`src/rtl/pac_motion_ctrl.sv`:
```
// Per-frame Pac-Man sprite sequencer: buffers joystick turns, steps the tile position and
// pulses the chomp shifter, deferring each update until the renderer is no longer drawing.
module pac_motion_ctrl #(
  parameter int STEP_DIV  = 4,
  parameter int CHOMP_DIV = 8,
  parameter int X_MAX     = 20,
  parameter int Y_MAX     = 15,
  parameter int START_X   = 9,
  parameter int START_Y   = 11
) (
  input  logic       clock,
  input  logic       resetn,
  input  logic       frame_tick,
  input  logic       draw_busy,
  input  logic       dir_valid,
  input  logic [1:0] dir_req,
  input  logic [3:0] blocked,
  output logic [1:0] rotation,
  output logic       shift_enable,
  output logic [4:0] pos_x,
  output logic [4:0] pos_y,
  output logic       moving,
  output logic       step,
  output logic       frame_overrun
);

  typedef enum logic [1:0] {
    S_WAIT   = 2'd0,
    S_DEFER  = 2'd1,
    S_UPDATE = 2'd2
  } state_t;

  state_t     state, state_nxt;
  logic       overrun_nxt;
  logic [3:0] step_cnt, chomp_cnt;
  logic       turn_pending;
  logic [1:0] next_dir;

  logic       turn_ok, mv, step_wrap, chomp_wrap;
  logic [1:0] dir_new;
  logic [4:0] x_nxt, y_nxt;

  always_ff @(posedge clock or negedge resetn) begin
    if (!resetn) state <= S_WAIT;
    else         state <= state_nxt;
  end

  // A tick landing in the UPDATE cycle is parked in DEFER so it is never lost.
  always_comb begin
    state_nxt   = state;
    overrun_nxt = 1'b0;
    case (state)
      S_WAIT:   if (frame_tick) state_nxt = draw_busy ? S_DEFER : S_UPDATE;
      S_DEFER: begin
        overrun_nxt = frame_tick;
        if (!draw_busy) state_nxt = S_UPDATE;
      end
      S_UPDATE: state_nxt = frame_tick ? S_DEFER : S_WAIT;
      default:  state_nxt = S_WAIT;
    endcase
  end

  always_comb begin
    turn_ok    = turn_pending && !blocked[next_dir];
    dir_new    = turn_ok ? next_dir : rotation;
    mv         = !blocked[dir_new];
    step_wrap  = (step_cnt == 4'(STEP_DIV - 1));
    chomp_wrap = (chomp_cnt == 4'(CHOMP_DIV - 1));
    x_nxt      = pos_x;
    y_nxt      = pos_y;
    case (dir_new)
      2'd0: x_nxt = (pos_x == 5'(X_MAX - 1)) ? 5'd0 : pos_x + 5'd1;
      2'd1: y_nxt = (pos_y == 5'd0) ? 5'd0 : pos_y - 5'd1;
      2'd2: x_nxt = (pos_x == 5'd0) ? 5'(X_MAX - 1) : pos_x - 5'd1;
      2'd3: y_nxt = (pos_y == 5'(Y_MAX - 1)) ? pos_y : pos_y + 5'd1;
      default: ;
    endcase
  end

  always_ff @(posedge clock or negedge resetn) begin
    if (!resetn) begin
      rotation      <= 2'd0;
      pos_x         <= 5'(START_X);
      pos_y         <= 5'(START_Y);
      moving        <= 1'b0;
      shift_enable  <= 1'b0;
      step          <= 1'b0;
      frame_overrun <= 1'b0;
      step_cnt      <= 4'd0;
      chomp_cnt     <= 4'd0;
      turn_pending  <= 1'b0;
      next_dir      <= 2'd0;
    end else begin
      shift_enable  <= 1'b0;
      step          <= 1'b0;
      frame_overrun <= overrun_nxt;
      if (state == S_UPDATE) begin
        rotation <= dir_new;
        moving   <= mv;
        if (turn_ok) turn_pending <= 1'b0;
        step_cnt <= step_wrap ? 4'd0 : step_cnt + 4'd1;
        if (step_wrap && mv) begin
          pos_x <= x_nxt;
          pos_y <= y_nxt;
          step  <= 1'b1;
        end
        if (mv) begin
          chomp_cnt    <= chomp_wrap ? 4'd0 : chomp_cnt + 4'd1;
          shift_enable <= chomp_wrap;
        end
      end
      // A strobe in the UPDATE cycle lands after the turn decision above.
      if (dir_valid) begin
        next_dir     <= dir_req;
        turn_pending <= 1'b1;
      end
    end
  end

endmodule

```
`config.mk`:
```
export PLATFORM = sky130hd
export DESIGN_NAME = pac_motion_ctrl
export DESIGN_NICKNAME = d
export VERILOG_FILES = /design/src/rtl/pac_motion_ctrl.sv
export SDC_FILE = /design/constraint.sdc
export NUM_CORES = 1
export LEC_CHECK = 0
export ABC_AREA = 1
export CORE_MARGIN = 2
export CORE_UTILIZATION = 57
export DETAILED_ROUTE_END_ITERATION = 8
export DONT_BUFFER_PORTS = 1
export PLACE_DENSITY_LB_ADDON = 0.25
export RECOVER_POWER = 25
export SLEW_MARGIN = 10
export SYNTH_ARGS = -nofsm -noshare
export SYNTH_HDL_FRONTEND = slang
export SYNTH_SLANG_ARGS = --single-unit
```
`constraint.sdc`:
```
create_clock -name clock -period 1.7 [get_ports clock]
set_clock_uncertainty 0.05 [all_clocks]
set_input_delay 0.255 -clock clock [delete_from_list [all_inputs] [get_ports clock]]
set_output_delay 0.255 -clock clock [all_outputs]
set_load 0.01 [all_outputs]
```
Yosys cells after proc, flatten, opt, wreduce, memory -nomap -nowiden
Cells that the tools add are included.
- register bits after elaboration: 29
- input port bits: 11
- output and inout port bits: 16
- word-level logic and storage cells: 76
- add/subtract/negate cells: 6
- magnitude comparators: 2
- eq/ne operators: 12
- multiplexer cells: 26
- bitwise gates (word level): 1
- reductions and logical operators: 17
- operators with widths (kind ; count):
    $mux W5 ; 4
    $pmux W5 S2 ; 2
    $mux W1 ; 11
    $add A5 B1 Y5 const B ; 2
    $logic_not A5 Y1 ; 2
    $sub A5 B1 Y5 const B ; 2
    $add A4 B1 Y4 const B ; 2
    $mux W2 ; 4
    $mux W4 ; 2
    $reduce_bool A2 Y1 ; 4
    $eq A2 B2 Y1 const B ; 3
    $lt A2 B3 Y1 const B ; 2
    $ne A2 B2 Y1 const B ; 3
    $pmux W2 S3 ; 1
    $reduce_and A2 Y1 ; 3
    $eq A5 B4 Y1 const B ; 1
    $eq A5 B5 Y1 const B ; 1
    $bmux W1 S2 ; 2
    $eq A2 B1 Y1 const B ; 2
    $eq A4 B2 Y1 const B ; 1
    $eq A4 B3 Y1 const B ; 1
    $logic_not A2 Y1 ; 2
    $reduce_and A4 Y1 ; 1
    $reduce_and A3 Y1 ; 1
    other kinds (3) ; 5

Logic depth before layout (Yosys ltp)
Gate-level depths: netlist (run 1).
- depth after elaboration: 11
- depth in mapped cells: 14
- gate-level depth less buffers: 13

Worst setup path before layout (run 1)
Ideal clock, no wire load.
- kind: flip-flop to flip-flop
- start: register pos_y[0]
- end: register pos_y[1]
- setup time: 60 ps
- arrival time: 1556 ps
- required time: 1590 ps
- slack: 34 ps
- cell stages (with the launch flop): 9
- buffers on the path: 0
- period minus slack after synthesis: 1666 ps
- path through: dfstp_2 > inv_1 > ha_1 > nand2_1 > nor2_1 > or2_2 > o21ai_0 > nand3_1 > nand2_1
- word-level cells in the longest chain between the ends: 3
- elaborated cells on any way between the ends: 9
- classes of those cells: 2 x add/sub; 2 x eq/ne; 3 x mux; 2 x reduce/logical
- RTL lines (item ; line ; source):
    start, declared ; 21 ; output logic [4:0] pos_y,
    start signal, assigned ; 84 ; pos_y <= 5'(START_Y);
    start signal, assigned ; 104 ; pos_y <= y_nxt;
    $add A5 B1 Y5 (tied with other cells) ; 75 ; 2'd3: y_nxt = (pos_y == 5'(Y_MAX - 1)) ? pos_y : pos_y + 5'd1;
    $mux W5 (tied with other cells) ; 75 ;
    $pmux W5 S2 / $reduce_and A4 Y1 (equally long branches) ; -- ;
Parallel ways exist; a longest one is shown, timed or not. The select of a mux whose other input is x is not followed.
A chain may end at the register's enable or synchronous reset.

Final worst setup path (run 1)
- start: register next_dir[0]
- end: register pos_x[3]
- word-level cells in the longest chain between the ends: 10
- elaborated cells on any way between the ends: 14
- classes of those cells: 1 x eq/ne; 6 x mux; 7 x reduce/logical
- RTL lines (item ; line ; source):
    start, declared ; 37 ; logic [1:0] next_dir;
    start signal, assigned ; 114 ; next_dir <= dir_req;
    $bmux W1 S2 ; 64 ; turn_ok = turn_pending && !blocked[next_dir];
    $mux W1 (implied by the code) ; 64 ;
    $logic_not A1 Y1 ; 64 ;
    $logic_and A1 B1 Y1 ; 64 ;
    $mux W2 * ; 65 ; dir_new = turn_ok ? next_dir : rotation;
    $bmux W1 S2 ; 66 ; mv = !blocked[dir_new];
    $mux W1 (implied by the code) ; 66 ;
    $logic_not A1 Y1 ; 66 ;
    $logic_and A1 B1 Y1 ; 102 ; if (step_wrap && mv) begin
    $reduce_and A3 Y1 (no line) ; -- ;
    end signal, assigned ; 83 ; pos_x <= 5'(START_X);
    end signal, assigned ; 103 ; pos_x <= x_nxt;
    end, declared ; 20 ; output logic [4:0] pos_x,
Mark *: on every way between the ends. The rest lies on a longest branch, timed or not. The select of a mux whose other input is x is not followed.

==> out/metrics.csv, run 1 <==
stage,metric,value,unit
pwr,ir_worst_vdd,707.7,uV
logic_synthesis,syn_nets,252,
clock_network,htree_levels,2,
logic_synthesis,netlist_instances,234,
logic_synthesis,yosysWarnings,0,
cells_and_area,final_util,76.63,%
sta,setup_viol,13,
clock_network,cts_root_buf,clkbuf_4,
cells_and_area,drive_gt1_share,30.63,%
sta,period_needed,1817,ps
sta,holdWs,14.57,ps
sta,hold_viol_final,0,
cells_and_area,num_antenna_cells,0,
logic_synthesis,ys_top_cells_by_area,"dfrtp_1 32%, nand2_1 13%, dfstp_2 7.1%, nand3_1 6.2%, inv_1 5.0%",
sta,slew_headroom,52.34,%
global_routing,track_usage,23.26,%
floorplan,core_area,3078,um2
global_routing,grt_max_degree,30,
logic_synthesis,yosys.area.top_type,dfrtp_1,
placed_design,routabilityCongestion,0.8464,
route,routed_via_density,5.184,
logic_synthesis,synth.ff_latch_count,29,
floorplan,dieArea,3737,um2
sta,setup_tns,-992.7,ps
route,firstDrtPassIters,4,
logic_synthesis,synth_area,1861,um2
placed_design,hpwlAfterDp,2757,um
sta,timing.final.crit_share,106.9,%
route,num_vias,1633,
cells_and_area,n_fill_cell,216,
run_status,status,"complete, but fails checks",
run_status,violations,negative setup slack,
placed_design,place_inst,293,
route,ant_nets,0,
global_routing,overflow,0,
worst_setup_path,cp.required,1940,ps
pwr,p_leak,1.153,nW
sta,max_freq,0.5503,GHz
logic_synthesis,syn_avg_cell_area,7.951,um2
clock_network,numCtsBuffers,5,
global_routing,antenna_found_initial,0,
sta,setup_slack,-117.2,ps
route,wirelength,4087,um
clock_network,numClockSinks,29,
floorplan,row_count,20,
route,drc,0,
floorplan,die_y,61.13,um
sta,worstMarginPinSlew,714.9,ps
worst_setup_path,worstSetupPathType,reg2reg,
logic_synthesis,synthDistinctLibCells,26,
cells_and_area,finalInstanceArea,2359,um2
route,drt_iter0_drc,151,
floorplan,dieWidth,61.13,um
placed_design,place_area,2024,um2
sta,rsz0062_at_grt,true,
sta,slew_violations,0,
clock_network,clk_latency,350,ps
logic_synthesis,synth_top_area_share,32.28,%
cells_and_area,syn2layout_area_growth,26.77,%
hold_path,hp-class,in2reg,
worst_setup_path,end_kind,flop,
cells_and_area,instances_no_fill,315,
global_routing,grt_pass1_wl,6341,um
global_routing,grt_pass1_vias,1516,
logic_synthesis,yosysSeqAreaShare,39.34,%
worst_setup_path,critical_path.max_fanout,5,
clock_network,clk_pin_slew,100,ps
route,wl_per_cell,12.97,um
clock_network,clockBufferDepth,2,
pwr,pwr_density_cell,1288,nW/um2
worst_setup_path,crit_arrival,2060,ps
cells_and_area,fin_nets,288,
job,timing.max_cap.violations,0,
floorplan,io_pins,27,
worst_setup_path,startpoint_type,flop,
floorplan,initial_utilization,60.45,%
placed_design,io_buffers,0,
clock_network,cts_tree,done,
==> where the power goes <==
part	switching, mW	internal [mW]
combinational	0.768	0.535
clock	0.271	0.455
sequential	0.156	0.853
total	1.20	1.84
==> timing repair <==
| action | CTS | global route |
|---|---|---|
| gates cloned | 0 | 0 |
| hold buffers | 6 | 0 |
| setup endpoints to repair | 14 | 17 |
| hold endpoints to repair | 34 | 0 |
| setup buffers | 4 | 4 |
| pin swaps | 7 | 18 |
| gates resized for setup | 9 | 18 |
==> registers in the layout (all words and copies together), names as in the netlist <==
signal / cells
rotation: 2
frame_overrun: 1
step_cnt: 4
turn_pending: 1
step: 1
pos_x: 5
next_dir: 2
state: 2
pos_y: 5
chomp_cnt: 4
shift_enable: 1
moving: 1
==> critical path: stages (launching register included) <==
cell	delay, ps
dfrtp_1	430
inv_2	90
nand2_2	60
nand3_2	80
nand2_4	100
nand2_4	110
nand2_4	90
nand2_4	100
nand2_4	60
nand3_4	90
nand2_4	60
nor2_4	140
buf_6	140
nand3_2	60
nand2_1	90
==> Yosys cell counts <==
cell type	count
nand3_2	8
a21o_1	1
nor2_4	3
dfstp_2	5
o21ai_0	16
dfrtp_1	24
and3_1	1
nand2_1	63
nand2_4	7
clkinv_1	1
xnor2_1	4
nand2_2	3
nor3_1	4
o21ai_1	1
inv_1	25
a21oi_1	4
nand3_4	1
nand4_1	4
clkbuf_1	1
xor2_1	7
inv_2	2
ha_1	7
buf_6	2
or2_2	2
nor2_1	15
nand3_1	23
==> stage by stage <==
| stage | power (mW) | setup slack (ps) |
|---|---|---|
| after floorplan | 1.824 | 33.74 |
| final | 3.038 | -117.2 |
| after global routing | 3.270 | -219.2 |
| after detailed placement | 2.132 | -102.5 |
| after global placement | 2.099 | -11.71 |
| after CTS | 2.942 | -34.17 |
==> cells by family (layout without fill, tap and decap cells) <==
kind of cell | after synthesis | in the layout | synth area share, %
simple gates | 134 | 134 | 37.66
xor+xnor | 11 | 11 | 5.178
flops | 29 | 29 | 39.34
buf+inv | 31 | 68 | 7.061
fa+ha+maj | 7 | 7 | 4.707
compound gates | 22 | 22 | 6.053
==> path summary, 6_finish.rpt <==
check	start	end	slack [ps]	depth (start not counted)
worst max-delay path	next_dir[0]	pos_x[3]	-120	14
worst min-delay path	frame_tick	frame_overrun	10	1
worst max register to register	next_dir[0]	pos_x[3]	-120	14
worst min register to register	state[1]	state[1]	400	1
max in group asynchronous	resetn	pos_y[4]	690	2
min in group asynchronous	resetn	frame_overrun	450	2
==> cell usage in the layout (no fill, tap or decap), drive strengths merged <==
| cell | netlist | layout |
|---|---|---|
| dfrtp | 24 | 24 |
| clkinv | 1 | 2 |
| o21ai | 17 | 17 |
| bufinv | 0 | 2 |
| and3 | 1 | 1 |
| clkbuf | 1 | 6 |
| inv | 27 | 27 |
| a21oi | 4 | 4 |
| nor3 | 4 | 4 |
| nand3 | 32 | 32 |
| dlygate4sd3 | 0 | 5 |
| ha | 7 | 7 |
| a21o | 1 | 1 |
| nand4 | 4 | 4 |
| xnor2 | 4 | 4 |
| nor2 | 18 | 18 |
| nand2 | 73 | 73 |
| dfstp | 5 | 5 |
| xor2 | 7 | 7 |
| buf | 2 | 26 |
| or2 | 2 | 2 |
==> layer usage <==
layer  vias up  GRT usage (%)  routed length [um]
met3        13          5.882                 190
met4         0          8.075                  78
met1       745          27.27                1789
li1        832              -                   -
met2        43          41.19                2029
met5         -              0                   0
==> area by class of cell <==
| type | instances | area, um2 | share of cell area (%) |
|---|---|---|---|
| Multi-Input combinational cell | 174 | 1097 | 46.53 |
| Tap cell | 44 | 55.05 | 2.334 |
| Clock buffer | 5 | 37.54 | 1.592 |
| Inverter | 28 | 105.1 | 4.456 |
| Timing Repair Buffer | 32 | 266.5 | 11.30 |
| Sequential cell | 29 | 732.0 | 31.03 |
| Clock inverter | 3 | 65.06 | 2.759 |
Power figures use the tool's default switching activity.
==> run 2, diff against run 1 <==
--- a/config.mk
+++ b/config.mk
@@ -10,7 +10,7 @@
 export CORE_UTILIZATION = 57
 export DETAILED_ROUTE_END_ITERATION = 8
 export DONT_BUFFER_PORTS = 1
-export PLACE_DENSITY_LB_ADDON = 0.25
+export PLACE_DENSITY = 0.78
 export RECOVER_POWER = 25
 export SLEW_MARGIN = 10
 export SYNTH_ARGS = -nofsm -noshare
==> run 2 against run 1 <==
Net effect: the flow still finishes with violations (negative setup slack); cell area shrank 3.0%; fmax grew 1.5%; via count shrank 2.4%; final cell count shrank 0.63%; sequential power is essentially flat; first-iteration DRC count shrank 57%; highest routed layer unchanged; largest cell class unchanged; sequential cell count is the same; largest power group unchanged; critical path type unchanged.
==> out/metrics.csv, run 2 (synthesized netlist as in run 1, its figures left out) <==
stage,metric,value,unit
route,drc,0,
worst_setup_path,r2r_slack,-90,ps
sta,setup_slack,-89.48,ps
cells_and_area,multi_input_area,1059,um2
worst_setup_path,reg2reg_depth,12,
floorplan,io_pins,27,
pwr,pwr_density_cell,1236,nW/um2
clock_network,clk_pin_slew,90,ps
sta,rsz0062_at_grt,true,
cells_and_area,n_fill_cell,230,
worst_setup_path,slowest_delay,430,ps
cells_and_area,drive_gt1_share,26.77,%
worst_setup_path,cp_slowest_cell,dfrtp_1,
floorplan,core_area,3078,um2
worst_setup_path,end_kind,flop,
sta,setup_viol,15,
floorplan,initial_utilization,60.45,%
run_status,status,"complete, but fails checks",
worst_setup_path,worstReg2RegStart,next_dir[0],
global_routing,overflow,0,
sta,max_freq,0.5588,GHz
global_routing,grt_pass1_vias,1446,
worst_setup_path,critical_path_buf_inv_count,1,
placed_design,routabilityCongestion,0.8612,
global_routing,grt_pass1_wl,6168,um
pwr,p_leak,1.136,nW
worst_setup_path,timing.rr.end,pos_y[1],
worst_setup_path,worstSetupPathType,reg2reg,
floorplan,die_y,61.13,um
placed_design,io_buffers,0,
pwr,ir_worst_vdd,691.9,uV
cells_and_area,seqCellArea,732.0,um2
cells_and_area,num_antenna_cells,0,
route,num_vias,1594,
floorplan,row_count,20,
worst_setup_path,path_depth,12,
worst_setup_path,startpoint_type,flop,
sta,hold_viol_final,0,
global_routing,antenna_found_initial,0,
cells_and_area,final_common_cell,nand2_1,
worst_setup_path,path_cells,nand2_1 > nand3_2 > nand2_4 > nand2_4 > nand2_4 > nand3_2 > nand3_4 > nand2_4 > nor2_4 > buf_12 > nand3_1 > nand2_1,
sta,worstMarginPinSlew,702.9,ps
cells_and_area,instances_no_fill,313,
worst_setup_path,crit_arrival,2030,ps
run_status,violations,negative setup slack,
cells_and_area,largestRegisters,"pos_x (5), pos_y (5)",
clock_network,cts_root_buf,clkbuf_4,
worst_setup_path,cpMostUsedCell,nand2_4,
floorplan,dieWidth,61.13,um
cells_and_area,fin_nets,287,
sta,slew_headroom,53.14,%
hold_path,hp-class,in2reg,
clock_network,clockBufferDepth,2,
placed_design,hpwlAfterDp,2663,um
route,wirelength,4054,um
cells_and_area,syn2layout_area_growth,23.00,%
placed_design,place_inst,295,
worst_setup_path,setup.worst_path.end,pos_y[1],
worst_setup_path,critical_path.max_fanout,8,
clock_network,clk_latency,340,ps
clock_network,numCtsBuffers,5,
pwr,p_total,2.828,mW
global_routing,track_usage,23.07,%
cells_and_area,final_cell_mix,"60 x nand2_1, 25 x inv_1, 24 x dfrtp_1, 22 x buf_4, 20 x nand3_1",
route,wl_per_cell,12.95,um
global_routing,grt_max_degree,30,
clock_network,htree_levels,2,
floorplan,dieArea,3737,um2
clock_network,cts_tree,done,
worst_setup_path,cp.required,1940,ps
sta,timing.final.crit_share,105.3,%
sta,period_needed,1789,ps
sta,slew_violations,0,
job,timing.max_cap.violations,0,
clock_network,numClockSinks,29,
route,firstDrtPassIters,4,
worst_setup_path,critPathTopFamily,simple AND/OR/NAND/NOR gates,
worst_setup_path,crit_start,next_dir[0],
route,routed_via_density,5.093,
route,ant_nets,0,
route,drt_iter0_drc,65,
## run 2: changes by cell type in the layout (fill, tap and decap cells not counted), sizes merged
| cell | change |
|---|---|
| bufinv | -1 |
| buf | -1 |
## run 2: worst min-delay path by stage
stage          startpoint            end  slack [ps]  depth (start not counted)
2_1_floorplan      resetn   chomp_cnt[0]         -90                          0
3_3_place_gp       resetn  frame_overrun         -90                          0
3_5_place_dp       resetn   turn_pending         -90                          0
4_1_cts        frame_tick  frame_overrun          20                          1
5_1_grt        frame_tick  frame_overrun          10                          1
6_report       frame_tick  frame_overrun          20                          1
## run 2: layer usage
| layer | GRT usage, % | wire length [um] |
|---|---|---|
| met3 | 6.303 | 166 |
| met2 | 39.67 | 2027 |
| met5 | 0 | 0 |
| met4 | 9.317 | 54 |
| met1 | 27.20 | 1807 |
## run 2: metrics by stage
| stage | hold slack (ps) | cell area, um2 | util (%) | setup WS (ps) | TNS, ps |
|---|---|---|---|---|---|
| after floorplan | -90.59 | 1861 | - | 33.74 | 0 |
| after global placement | -89.97 | 2039 | 66.26 | -0.6636 | -0.6636 |
| after detailed placement | -89.92 | 2039 | 66.26 | -74.55 | -513.3 |
| after CTS | 19.36 | 2252 | 73.17 | -25.95 | -69.95 |
| after global routing | 11.92 | 2288 | 74.35 | -207.3 | -2763 |
| final | 24.56 | 2288 | 74.35 | -89.48 | -946.5 |
## run 2: final cells by class
cell class                      count  share of cell area, %
Clock buffer                        5                  1.640
Clock inverter                      2                  1.531
Inverter                           28                  4.702
Multi-Input combinational cell    174                  46.26
Sequential cell                    29                  31.98
Tap cell                           44                  2.406
Timing Repair Buffer               31                  11.48
## run 2: what timing repair did
item | CTS | global route
setup buffers | 4 | 1
hold buffers | 6 | 0
setup endpoints to repair | 15 | 17
resized for setup | 7 | 11
pin swaps | 6 | 8
hold endpoints to repair | 34 | 0
## run 2: power by group
part / internal (mW) / leakage [nW] / switching [mW]
sequential: 0.853 / 0.362 / 0.153
clock: 0.299 / 0.0410 / 0.253
combinational: 0.515 / 0.733 / 0.755
total: 1.67 / 1.14 / 1.16
## run 2: worst register-to-register path, cell delays in order, from the launching register on
cell and delay [ps]:
dfrtp_1 430, nand2_1 120, nand3_2 110, nand2_4 130
nand2_4 100, nand2_4 120, nand3_2 90, nand3_4 120
nand2_4 80, nor2_4 120, buf_12 130, nand3_1 80
nand2_1 70
==> run 3, diff against run 2 <==
--- a/config.mk
+++ b/config.mk
@@ -6,13 +6,12 @@
 export NUM_CORES = 1
 export LEC_CHECK = 0
 export ABC_AREA = 1
-export CORE_MARGIN = 2
+export CORE_MARGIN = 4
 export CORE_UTILIZATION = 57
 export DETAILED_ROUTE_END_ITERATION = 8
 export DONT_BUFFER_PORTS = 1
 export PLACE_DENSITY = 0.78
 export RECOVER_POWER = 25
-export SLEW_MARGIN = 10
 export SYNTH_ARGS = -nofsm -noshare
 export SYNTH_HDL_FRONTEND = slang
 export SYNTH_SLANG_ARGS = --single-unit
==> run 3 against run 2 <==
Net effect: the flow still finishes with violations (negative setup slack); sequential cell count unchanged; fmax is 1.3% lower; count of clock-buffer cells in the layout grew 1; critical path depth stayed put; wire length rose by 9.2%; total power rose by 3.7%; combinational power is 4% higher; core utilization increased by 0.33 points; first-iteration DRC count is 120% higher; sequential power is essentially flat; cell area up 0.44%; critical path type unchanged; critical endpoint is now pos_y[2].
==> out/metrics.csv, run 3 (synthesized netlist as in run 1, its figures left out) <==
stage,metric,value,unit
route,drc,0,
cells_and_area,n_fill_cell,213,
placed_design,place_inst,294,
sta,timing.final.crit_share,106.6,%
floorplan,dieWidth,65.13,um
route,wl_per_cell,14.10,um
placed_design,hpwlAfterDp,2896,um
global_routing,track_usage,22.75,%
global_routing,grt_pass1_vias,1577,
worst_setup_path,end_kind,flop,
clock_network,numClockSinks,29,
global_routing,overflow,0,
route,num_vias,1640,
sta,slew_violations,0,
floorplan,row_count,20,
floorplan,dieArea,4242,um2
worst_setup_path,cp.required,1860,ps
cells_and_area,syn2layout_area_growth,23.54,%
global_routing,grt_pass1_wl,7210,um
cells_and_area,largestRegisters,"pos_x (5), pos_y (5)",
cells_and_area,drive_gt1_share,28.52,%
route,wirelength,4426,um
sta,worstMarginPinSlew,704.7,ps
route,firstDrtPassIters,5,
pwr,pwr_density_cell,1276,nW/um2
floorplan,core_area,3078,um2
route,ant_nets,0,
sta,rsz0062_at_grt,true,
placed_design,routabilityCongestion,0.8145,
clock_network,clk_pin_slew,100,ps
run_status,status,"complete, but fails checks",
cells_and_area,final_common_cell,nand2_1,
global_routing,antenna_found_initial,0,
global_routing,grt_max_degree,30,
route,routed_via_density,5.223,
cells_and_area,finalInstanceArea,2298,um2
placed_design,place_area,2032,um2
run_status,violations,negative setup slack,
sta,hold_viol_final,0,
worst_setup_path,crit_arrival,1980,ps
pwr,ir_worst_vdd,920.4,uV
sta,period_needed,1813,ps
clock_network,numCtsBuffers,5,
clock_network,cts_tree,done,
floorplan,io_pins,27,
clock_network,clockBufferDepth,2,
sta,setup_slack,-112.6,ps
job,timing.max_cap.violations,0,
cells_and_area,final_cell_mix,"58 x nand2_1, 25 x buf_4, 24 x inv_1, 24 x dfrtp_1, 20 x nand3_1",
floorplan,die_y,65.13,um
route,drt_iter0_drc,141,
placed_design,io_buffers,0,
pwr,p_leak,1.132,nW
cells_and_area,instances_no_fill,314,
worst_setup_path,startpoint_type,flop,
clock_network,htree_levels,2,
hold_path,hp-class,in2reg,
floorplan,initial_utilization,60.45,%
clock_network,clk_latency,330,ps
cells_and_area,fin_nets,287,
sta,max_freq,0.5517,GHz
worst_setup_path,critical_path.max_fanout,5,
sta,slew_headroom,53.02,%
clock_network,cts_root_buf,clkbuf_4,
worst_setup_path,worstSetupPathType,reg2reg,
cells_and_area,num_antenna_cells,0,
sta,setup_viol,15,
-- run 3: power by group --
group | internal (mW) | switching, mW
Clock | 0.350 | 0.250
Sequential | 0.853 | 0.164
Combinational | 0.532 | 0.785
Total | 1.73 | 1.20
-- run 3: path summary, 6_finish.rpt --
check,from,to,slack (ps),cells after the start
max,next_dir[0],pos_y[2],-110,12
min,dir_valid,next_dir[0],50,2
max reg2reg,next_dir[0],pos_y[2],-110,12
min reg2reg,state[1],state[1],440,1
max in group asynchronous,resetn,pos_y[4],640,2
min in group asynchronous,resetn,turn_pending,490,2
-- run 3: critical path, cell delays in order, from the launching register on --
cell	delay, ps
dfrtp_1	440
inv_2	100
nand2_2	70
nand3_2	80
nand2_4	90
nand2_4	110
nand2_4	80
nand3_1	100
nand2_2	70
nand2_4	90
nand4_1	230
nand2_1	130
nand2_1	60
-- run 3: repair_timing --
item,CTS,global route
setup endpoints to repair,14,17
setup buffers,5,2
hold buffers,5,0
pin swaps,11,7
gates resized for setup,11,9
hold endpoints to repair,34,0
-- run 3: routing by layer --
metal  GRT usage, %  vias up  part of all wire (%)
met5              0        -                     0
met4          10.62        0                   3.6
met3          5.983       16                   6.1
met2          38.57       48                    49
met1          26.87      753                    41
li1               -      823                     -
-- run 3: final cells by class --
| type | count | area [um2] | share of cell area (%) |
|---|---|---|---|
| flip-flops and latches | 29 | 732.0 | 31.85 |
| clock inverters | 2 | 37.54 | 1.633 |
| well taps | 44 | 55.05 | 2.395 |
| clock buffers | 6 | 51.30 | 2.232 |
| inverters | 28 | 107.6 | 4.682 |
| repair buffers | 31 | 252.7 | 11.00 |
| multi-input cells | 174 | 1062 | 46.22 |
-- run 3: through the flow --
step	worst slack, ps	hold slack [ps]	TNS, ps	util, %	power (mW)
floorplan	33.74	-90.59	0	-	1.824
global placement	12.57	-89.90	0	66.02	2.103
detailed placement	-108.8	-89.86	-719.3	66.02	2.146
CTS	-41.11	13.47	-158.4	73.46	2.853
global route	-250.4	12.54	-3170	74.67	3.177
finish	-112.6	48.21	-1099	74.67	2.933
